## config.mk

```make
export PLATFORM = sky130hd
export DESIGN_NAME = mux_capture
export DESIGN_NICKNAME = d
export VERILOG_FILES = /design/src/rtl/mux_capture_pkg.sv /design/src/rtl/mux_capture_shift_in_reg.sv /design/src/rtl/mux_capture.sv
export SDC_FILE = /design/constraint.sdc
export NUM_CORES = 1
export LEC_CHECK = 0
export BUFFER_PORTS_ARGS = -buffer_cell sky130_fd_sc_hd__buf_2
export CORE_MARGIN = 1.5
export CORE_UTILIZATION = 50
export CTS_CLUSTER_DIAMETER = 150
export DETAILED_ROUTE_END_ITERATION = 16
export HOLD_SLACK_MARGIN = 0.06
export PLACE_DENSITY = 0.76
export SLEW_MARGIN = 5
export SYNTH_ARGS = -nofsm -noshare
export SYNTH_HDL_FRONTEND = slang
export SYNTH_SLANG_ARGS = --single-unit
```

## constraint.sdc

```tcl
create_clock -name clk -period 1.4 [get_ports clk]
set_input_delay 0.14 -clock clk [delete_from_list [all_inputs] [get_ports clk]]
set_output_delay 0.14 -clock clk [all_outputs]
set_load 0.05 [all_outputs]
```

## src/rtl/mux_capture_pkg.sv

```systemverilog
// Shared types and defaults for the mux_capture serial-to-parallel stage.
package mux_capture_pkg;

  localparam int unsigned DEF_WIDTH = 8;
  localparam int unsigned DEF_CNT_W = 4;

  typedef enum logic {
    FILL = 1'b0,
    HOLD = 1'b1
  } state_e;

  // A handshake transfer happens when both sides agree in the same cycle.
  function automatic logic xfer(input logic vld, input logic rdy);
    return vld & rdy;
  endfunction

endpackage

```

## src/rtl/mux_capture_shift_in_reg.sv

```systemverilog
// Left-shifting serial-in register with synchronous clear; new bits enter at the LSB.
module shift_in_reg #(
  parameter int unsigned WIDTH = 8
) (
  input  logic             clk,
  input  logic             reset,
  input  logic             clear,
  input  logic             en,
  input  logic             din,
  output logic [WIDTH-1:0] q
);

  always_ff @(posedge clk) begin
    if (reset) begin
      q <= '0;
    end else if (clear) begin
      q <= '0;
    end else if (en) begin
      q <= {q[WIDTH-2:0], din};
    end
  end

endmodule

```

## src/rtl/mux_capture.sv

```systemverilog
// Serial-to-parallel capture of the select-mux output with valid/ready on both sides.
// Optional parity output enabled by defining MUX_CAPTURE_PARITY_EN.
module mux_capture
  import mux_capture_pkg::*;
#(
  parameter int unsigned WIDTH = DEF_WIDTH,
  parameter int unsigned CNT_W = DEF_CNT_W
) (
  input  logic             clk,
  input  logic             reset,
  input  logic             bit_in,
  input  logic             bit_vld,
  output logic             bit_rdy,
  input  logic             clear,
  output logic [WIDTH-1:0] word_out,
  output logic             word_vld,
  input  logic             word_rdy,
  output logic [CNT_W-1:0] bit_cnt
`ifdef MUX_CAPTURE_PARITY_EN
  ,
  output logic             word_par
`endif
);

  state_e           state;
  state_e           state_nxt;
  logic [WIDTH-1:0] shreg;
  logic             fill;
  logic             bit_take;
  logic             word_take;
  logic             last_bit;
  logic             fill_clear;
  logic [WIDTH-1:0] word_nxt;

  assign fill       = (state == FILL);
  // clear wins over a simultaneously offered bit, and only acts while filling.
  assign fill_clear = fill & clear;
  assign bit_take   = xfer(bit_vld, bit_rdy) & ~clear;
  assign word_take  = xfer(word_vld, word_rdy);
  assign last_bit   = (bit_cnt == CNT_W'(WIDTH - 1));
  assign word_nxt   = {shreg[WIDTH-2:0], bit_in};

  shift_in_reg #(
    .WIDTH (WIDTH)
  ) u_shift (
    .clk   (clk),
    .reset (reset),
    .clear (fill_clear),
    .en    (bit_take),
    .din   (bit_in),
    .q     (shreg)
  );

  // State register.
  always_ff @(posedge clk) begin
    if (reset) begin
      state <= FILL;
    end else begin
      state <= state_nxt;
    end
  end

  // Next state and handshake outputs decoded from the registered state.
  always_comb begin
    state_nxt = state;
    bit_rdy   = 1'b0;
    word_vld  = 1'b0;
    unique case (state)
      FILL: begin
        bit_rdy = 1'b1;
        if (bit_take && last_bit) begin
          state_nxt = HOLD;
        end
      end
      HOLD: begin
        word_vld = 1'b1;
        if (word_take) begin
          state_nxt = FILL;
        end
      end
      default: state_nxt = FILL;
    endcase
  end

  // Bit counter and output word register.
  always_ff @(posedge clk) begin
    if (reset) begin
      bit_cnt  <= '0;
      word_out <= '0;
    end else if (fill_clear) begin
      bit_cnt <= '0;
    end else if (bit_take) begin
      if (last_bit) begin
        bit_cnt  <= '0;
        word_out <= word_nxt;
      end else begin
        bit_cnt <= bit_cnt + CNT_W'(1);
      end
    end
  end

`ifdef MUX_CAPTURE_PARITY_EN
  // Parity is captured alongside word_out so it stays aligned through HOLD.
  always_ff @(posedge clk) begin
    if (reset) begin
      word_par <= 1'b0;
    end else if (bit_take && last_bit && !fill_clear) begin
      word_par <= ^word_nxt;
    end
  end
`endif

endmodule

```

==> results of run 1 <==
-- report_power, final --
| part | switching (uW) | leakage, uW | internal, uW |
|---|---|---|---|
| Sequential | 1.78 | 0.000163 | 569 |
| Clock | 182 | 0.0000261 | 218 |
| Combinational | 31.9 | 0.000217 | 19.0 |
| Total | 216 | 0.000406 | 806 |
-- critical path, stage by stage (launching register included) --
cell,delay [ps]
dfxtp_4,380
nor3b_2,190
and4b_1,250
buf_4,190
mux2i_1,210
-- cell usage after synthesis (all sizes together) --
| master | count | share of area (%) |
|---|---|---|
| a21bo | 1 | 1.2 |
| a21o | 1 | 0.93 |
| a21oi | 1 | 0.62 |
| and3 | 1 | 0.77 |
| and4b | 1 | 1.2 |
| buf | 2 | 2.3 |
| clkbuf | 2 | 0.93 |
| clkinv | 1 | 0.46 |
| dfxtp | 20 | 49 |
| ha | 1 | 1.5 |
| inv | 1 | 0.46 |
| mux2i | 16 | 20 |
| nand2 | 16 | 7.4 |
| nand3 | 1 | 0.62 |
| nor2 | 11 | 5.1 |
| nor3 | 1 | 1.2 |
| nor3b | 1 | 1.5 |
| nor4bb | 1 | 1.2 |
| o21a | 1 | 0.93 |
| xnor2 | 2 | 2.2 |
-- cells by family (layout without fill, tap and decap cells) --
logic type      count (synthesis)  in the layout
compound gates                  4              4
xor+xnor                        2              2
buf+inv                         6             28
simple gates                   33             33
fa+ha+maj                       1              1
mux                            16             16
flops                          20             20
-- state kept, by name (all words and copies together), names as in the netlist --
register	cells
word_out	8
u_shift.q	7
bit_cnt	4
state	1
-- layout by cell type, fill, tap and decap left out --
cell	n
dfxtp_4	1
o21a_1	1
nand3_1	1
and3_1	1
mux2i_1	16
buf_2	19
a21bo_2	1
nor4bb_1	1
xnor2_1	2
buf_4	3
nor3b_2	1
clkinvlp_4	1
nor3_2	1
clkbuf_4	3
ha_1	1
nor2_1	11
a21o_1	1
nand2_1	16
and4b_1	1
dfxtp_2	2
a21oi_1	1
clkbuf_16	1
dfxtp_1	17
clkinv_1	1
-- layer usage --
layer | vias up | track usage, % | wire [um]
met3 | 2 | 2.553 | 55
met2 | 14 | 27.46 | 630
met1 | 274 | 21.87 | 733
li1 | 320 | - | -
met4 | 0 | 7.273 | 21
met5 | - | 0 | 0
-- metrics by stage --
step	std cells	cell area [um^2]	setup slack [ps]	power, uW	hold slack (ps)
floorplan	82	819.5	34.90	619.6	282.2
global placement	116	930.9	211.5	633.9	397.5
detailed placement	116	930.9	120.6	634.8	417.7
CTS	120	978.4	93.30	1033	91.09
global route	120	978.4	25.62	1056	94.43
finish	120	978.4	104.4	1022	99.81
-- layout make-up --
type / count / area (um^2)
Multi-Input combinational cell: 56 / 375.4
Tap cell: 16 / 20.02
Timing Repair Buffer: 22 / 117.6
Clock buffer: 4 / 47.55
Fill cell: 126 / 528.0
Inverter: 2 / 11.26
Sequential cell: 20 / 406.6
-- worst min-delay path by stage --
stage,from,to,slack [ps],depth (start not counted)
after floorplan,bit_in,word_out[0],280,2
after global placement,bit_in,u_shift.q[0],400,3
after detailed placement,bit_in,u_shift.q[0],420,3
after CTS,bit_in,word_out[0],90,3
after global routing,bit_in,u_shift.q[0],90,3
final,bit_in,word_out[0],100,3
==> out/results.txt, run 1 <==
largest net degree at the start of global routing -> 18
crit path time final -> 1296 ps
crit path launch type -> flop
area of the core -> 1506 um^2
hold_buf cts -> 0
CTS tree -> built
Critical path origin -> state
IR drop worst, VDD -> 0.6632 mV
global route overflow -> 0
warnings from Yosys -> 0
sequential area share after synthesis -> 49.46%
critical path type -> flop to flop
setup tns final -> 0 ps
Clock Root Buffer -> clkbuf_4
final core occ -> 64.95%
vias in the first global route -> 554
Syn Std Cell Area -> 809.5 um^2
diodes inserted -> 0
Worst Path Required -> 1630 ps
post-DP HPWL -> 1.045 mm
cts repair resizes -> 0
crit path max fanout -> 7
# setup viols final -> 0
Post-Syn Nets -> 89
worst clock skew -> 6.428 ps
share of cells above drive strength 1 -> 31.73%
CTS buffer count -> 3
Critical Path End Type -> flop
clock buffer depth -> 2
die area -> 1869 um^2
Clk Latency, worst-skew pair -> 300 ps
Final Hold Viols -> 0
Slew Limit Fails -> 0
r2r setup slk -> 100 ps
RSZ-0062 raised after global routing -> no
I/O pin count -> 20
drt first pass iters -> 3
detailed-route wire length -> 1.440 mm
static leakage -> 0.0004064 uW
Horiz. Die Dim -> 43.24 um
CTS H-tree lvls -> 1
Clock Sinks -> 20
Yosys cell types -> 21
initial core utilization -> 53.74%
vias after detailed routing -> 610
Max-Cap Viols -> 0
# port buffers -> 19
reg2reg end -> word_out[4]
pwr dens -> 1044 nW/um^2
Synth Register Bits -> 20
Setup crit end -> word_out[4]
gr usage total -> 16.84%
Final Cycle Share -> 92.54%
first-pass GRT wire length -> 2.366 mm
beginning of the worst register-to-register path -> state
Max Freq -> 771.8 MHz
postcts setup bufs -> 0
initial antenna violation count -> 0
# DRC -> 0
Syn-to-layout area delta -> 20.87%
Clock transition at path regs -> 120 ps
CP arrival -> 1530 ps
reg2reg path depth -> 4
compound-cell area share of the yosys netlist -> 3.709%
antenna-violating nets left -> 0
Final Net Count -> 112
chip height -> 43.24 um
largest family of logic cells by synthesized area -> multiplexers
Worst-Margin Slew -> 416.6 ps
Row Count -> 14
DR WL/cell -> 12.00 um
HP Class -> input pin to flop
vias per cell -> 5.083
Final GP Congestion -> 0.7000
Post-Synth Simple-Gate Area -> 19.17%
Post-Synth Adder-Cell Area -> 1.546%
status -> finished clean
syn avg cell area -> 9.872 um^2
post-synthesis mux area share -> 19.78%
Worst slew margin -> 72.06%
Initial DRC Count -> 3
Post-Synth XOR/XNOR Area -> 2.164%
Syn Inst Count -> 82
(Power assumes the default switching activity.)
==> run 2, diff against run 1 <==
- CELL_PAD_IN_SITES_DETAIL_PLACEMENT: not set -> 1
- CELL_PAD_IN_SITES_GLOBAL_PLACEMENT: not set -> 2
- CORE_ASPECT_RATIO: not set -> 2
- CORE_UTILIZATION: 50 -> 30
- PLACE_DENSITY: 0.76 -> not set
- PLACE_DENSITY_LB_ADDON: not set -> 0.1
==> run 2 against run 1 <==
Global-route usage shrank 3.8 points; clock skew down 2.2 ps; flip-flop and latch count unchanged; non-clock buffer count is the same; sequential share of layout area fell by 0.52 points; critical path type unchanged.
==> out/results.txt, run 2 (synthesized netlist as in run 1, its figures left out) <==
IR drop worst, VDD -> 0.5515 mV (-17%)
RSZ-0062 raised after global routing -> no
Post-DP Area -> 945.9 um^2 (+1.6%)
slowest stage cell on the critical path -> dfxtp_4
CTS tree -> built
Final Cycle Share -> 87.33% (-5.2 points)
hold_buf cts -> 0 (unchanged)
area of the core -> 2570 um^2 (+71%)
Final GP Congestion -> 0.6109 (-13%)
Final Hold Viols -> 0 (unchanged)
crit path time final -> 1223 ps (-73.05 ps)
Slew Limit Fails -> 0 (unchanged)
static leakage -> 0.0004030 uW (-0.83%)
# DRC -> 0 (unchanged)
# setup viols final -> 0 (unchanged)
Clock Root Buffer -> clkbuf_8
die area -> 3038 um^2 (+63%)
r2r setup slk -> 180 ps (+70 ps)
register with the most flip-flops -> word_out
CP Cell Sequence -> nor3b_2 > and4b_1 > buf_4 > mux2i_1
# port buffers -> 19 (unchanged)
chip height -> 76.46 um (+77%)
buffer and inverter count on the worst path -> 1 (unchanged)
Final Net Count -> 112 (unchanged)
initial antenna violation count -> 0 (unchanged)
Post-Layout Inst Area -> 991.0 um^2 (+1.3%)
Clock Sinks -> 20 (unchanged)
CTS H-tree lvls -> 1 (unchanged)
CTS buffer count -> 3 (unchanged)
area occupied by multi-input gates -> 375.4 um^2 (unchanged)
largest net degree at the start of global routing -> 18 (unchanged)
clock buffer depth -> 2 (unchanged)
Clock transition at path regs -> 70 ps (-50 ps)
HP Class -> input pin to flop
Clk Latency, worst-skew pair -> 260 ps (-40 ps)
setup tns final -> 0 ps (unchanged)
Initial DRC Count -> 1 (-2)
Syn-to-layout area delta -> 22.41%
I/O pin count -> 20 (unchanged)
max reg flops -> 8 (unchanged)
first-pass GRT wire length -> 2.711 mm (+15%)
antenna-violating nets left -> 0 (unchanged)
global route overflow -> 0 (unchanged)
cts repair resizes -> 0 (unchanged)
commonest non-fill, non-tap cells in the layout -> 19 x buf_2, 17 x dfxtp_1, 16 x nand2_1, 16 x mux2i_1, 11 x nor2_1
CP max stage delay -> 360 ps (-20 ps)
critical path type -> flop to flop
CP arrival -> 1410 ps (-120 ps)
crit path launch type -> flop
drt first pass iters -> 3 (unchanged)
Top Registers -> word_out: 8 flops, u_shift.q: 7 flops, bit_cnt: 4 flops
pwr dens -> 1019 nW/um^2 (-2.4%)
Max Freq -> 818.0 MHz (+6.0%)
status -> finished clean
share of cells above drive strength 1 -> 30.77% (-0.96 points)
Worst slew margin -> 71.31% (-0.74 points)
detailed-route wire length -> 1.654 mm (+15%)
postcts setup bufs -> 0 (unchanged)
Max-Cap Viols -> 0 (unchanged)
commonest non-fill, non-tap cell in the layout -> buf_2
Critical Path End Type -> flop
gr usage total -> 13.06% (-3.8 points)
crit path max fanout -> 5 (-2)
Horiz. Die Dim -> 39.73 um (-8.1%)
diodes inserted -> 0 (unchanged)
Worst-Margin Slew -> 427.6 ps (+11.07 ps)
Row Count -> 26 (+12)
initial core utilization -> 31.50% (-22 points)
Reg area -> 406.6 um^2 (unchanged)
vias after detailed routing -> 630 (+3.3%)
worst clock skew -> 4.180 ps (-2.248 ps)
vias in the first global route -> 621 (+12%)
Filler Cells Inserted -> 321 (+150%)
DR WL/cell -> 12.53 um (+4.4%)
vias per cell -> 4.773 (-6.1%)
CP top delay family -> simple AND/OR/NAND/NOR gates
Worst Path Required -> 1590 ps (-40 ps)
post-DP HPWL -> 1.241 mm (+19%)
## run 2: final timing paths
check,from,to,cells past startpoint
worst max register to register,state,word_out[1],4
worst min register to register,word_out[0],word_out[0],2
worst min-delay path,bit_in,u_shift.q[0],3
worst max-delay path,state,word_out[1],4
## run 2: stage by stage
step	total power, uW	setup slack (ps)	instances	hold slack, ps	utilization (%)
3_5_place_dp	635.8	166.9	128	402.2	36.81
5_1_grt	1063	100.2	132	146.0	38.56
3_3_place_gp	635.8	189.6	128	397.5	36.81
4_1_cts	1032	156.0	132	131.2	38.56
2_1_floorplan	619.6	34.90	82	282.2	-
6_report	1010	177.4	132	134.1	38.56
## run 2: cell type report
class	instances	area share [%]
sequential	20	41.04
clock buffer	4	4.545
inverter	2	1.136
multi-input combinational	56	37.88
timing repair buffer	22	11.87
tap	28	3.535
## run 2: report_power, final
part	total, uW	switching (uW)	internal, uW
clock	389	186	203
sequential	571	1.80	569
combinational	50.7	31.7	18.9
total	1010	220	791
## run 2: metal layers
metal | share of wire (%) | GRT usage (%) | up-vias
met2 | 54 | 21.64 | 12
met3 | 3.0 | 2.624 | 5
met5 | 0 | 0 | -
met4 | 3.6 | 9.310 | 0
li1 | - | - | 314
met1 | 39 | 13.08 | 299
## run 2: worst reg2reg max path: stages (launching register included)
cell,delay (ps)
dfxtp_4,360
nor3b_2,190
and4b_1,230
buf_4,170
mux2i_1,190
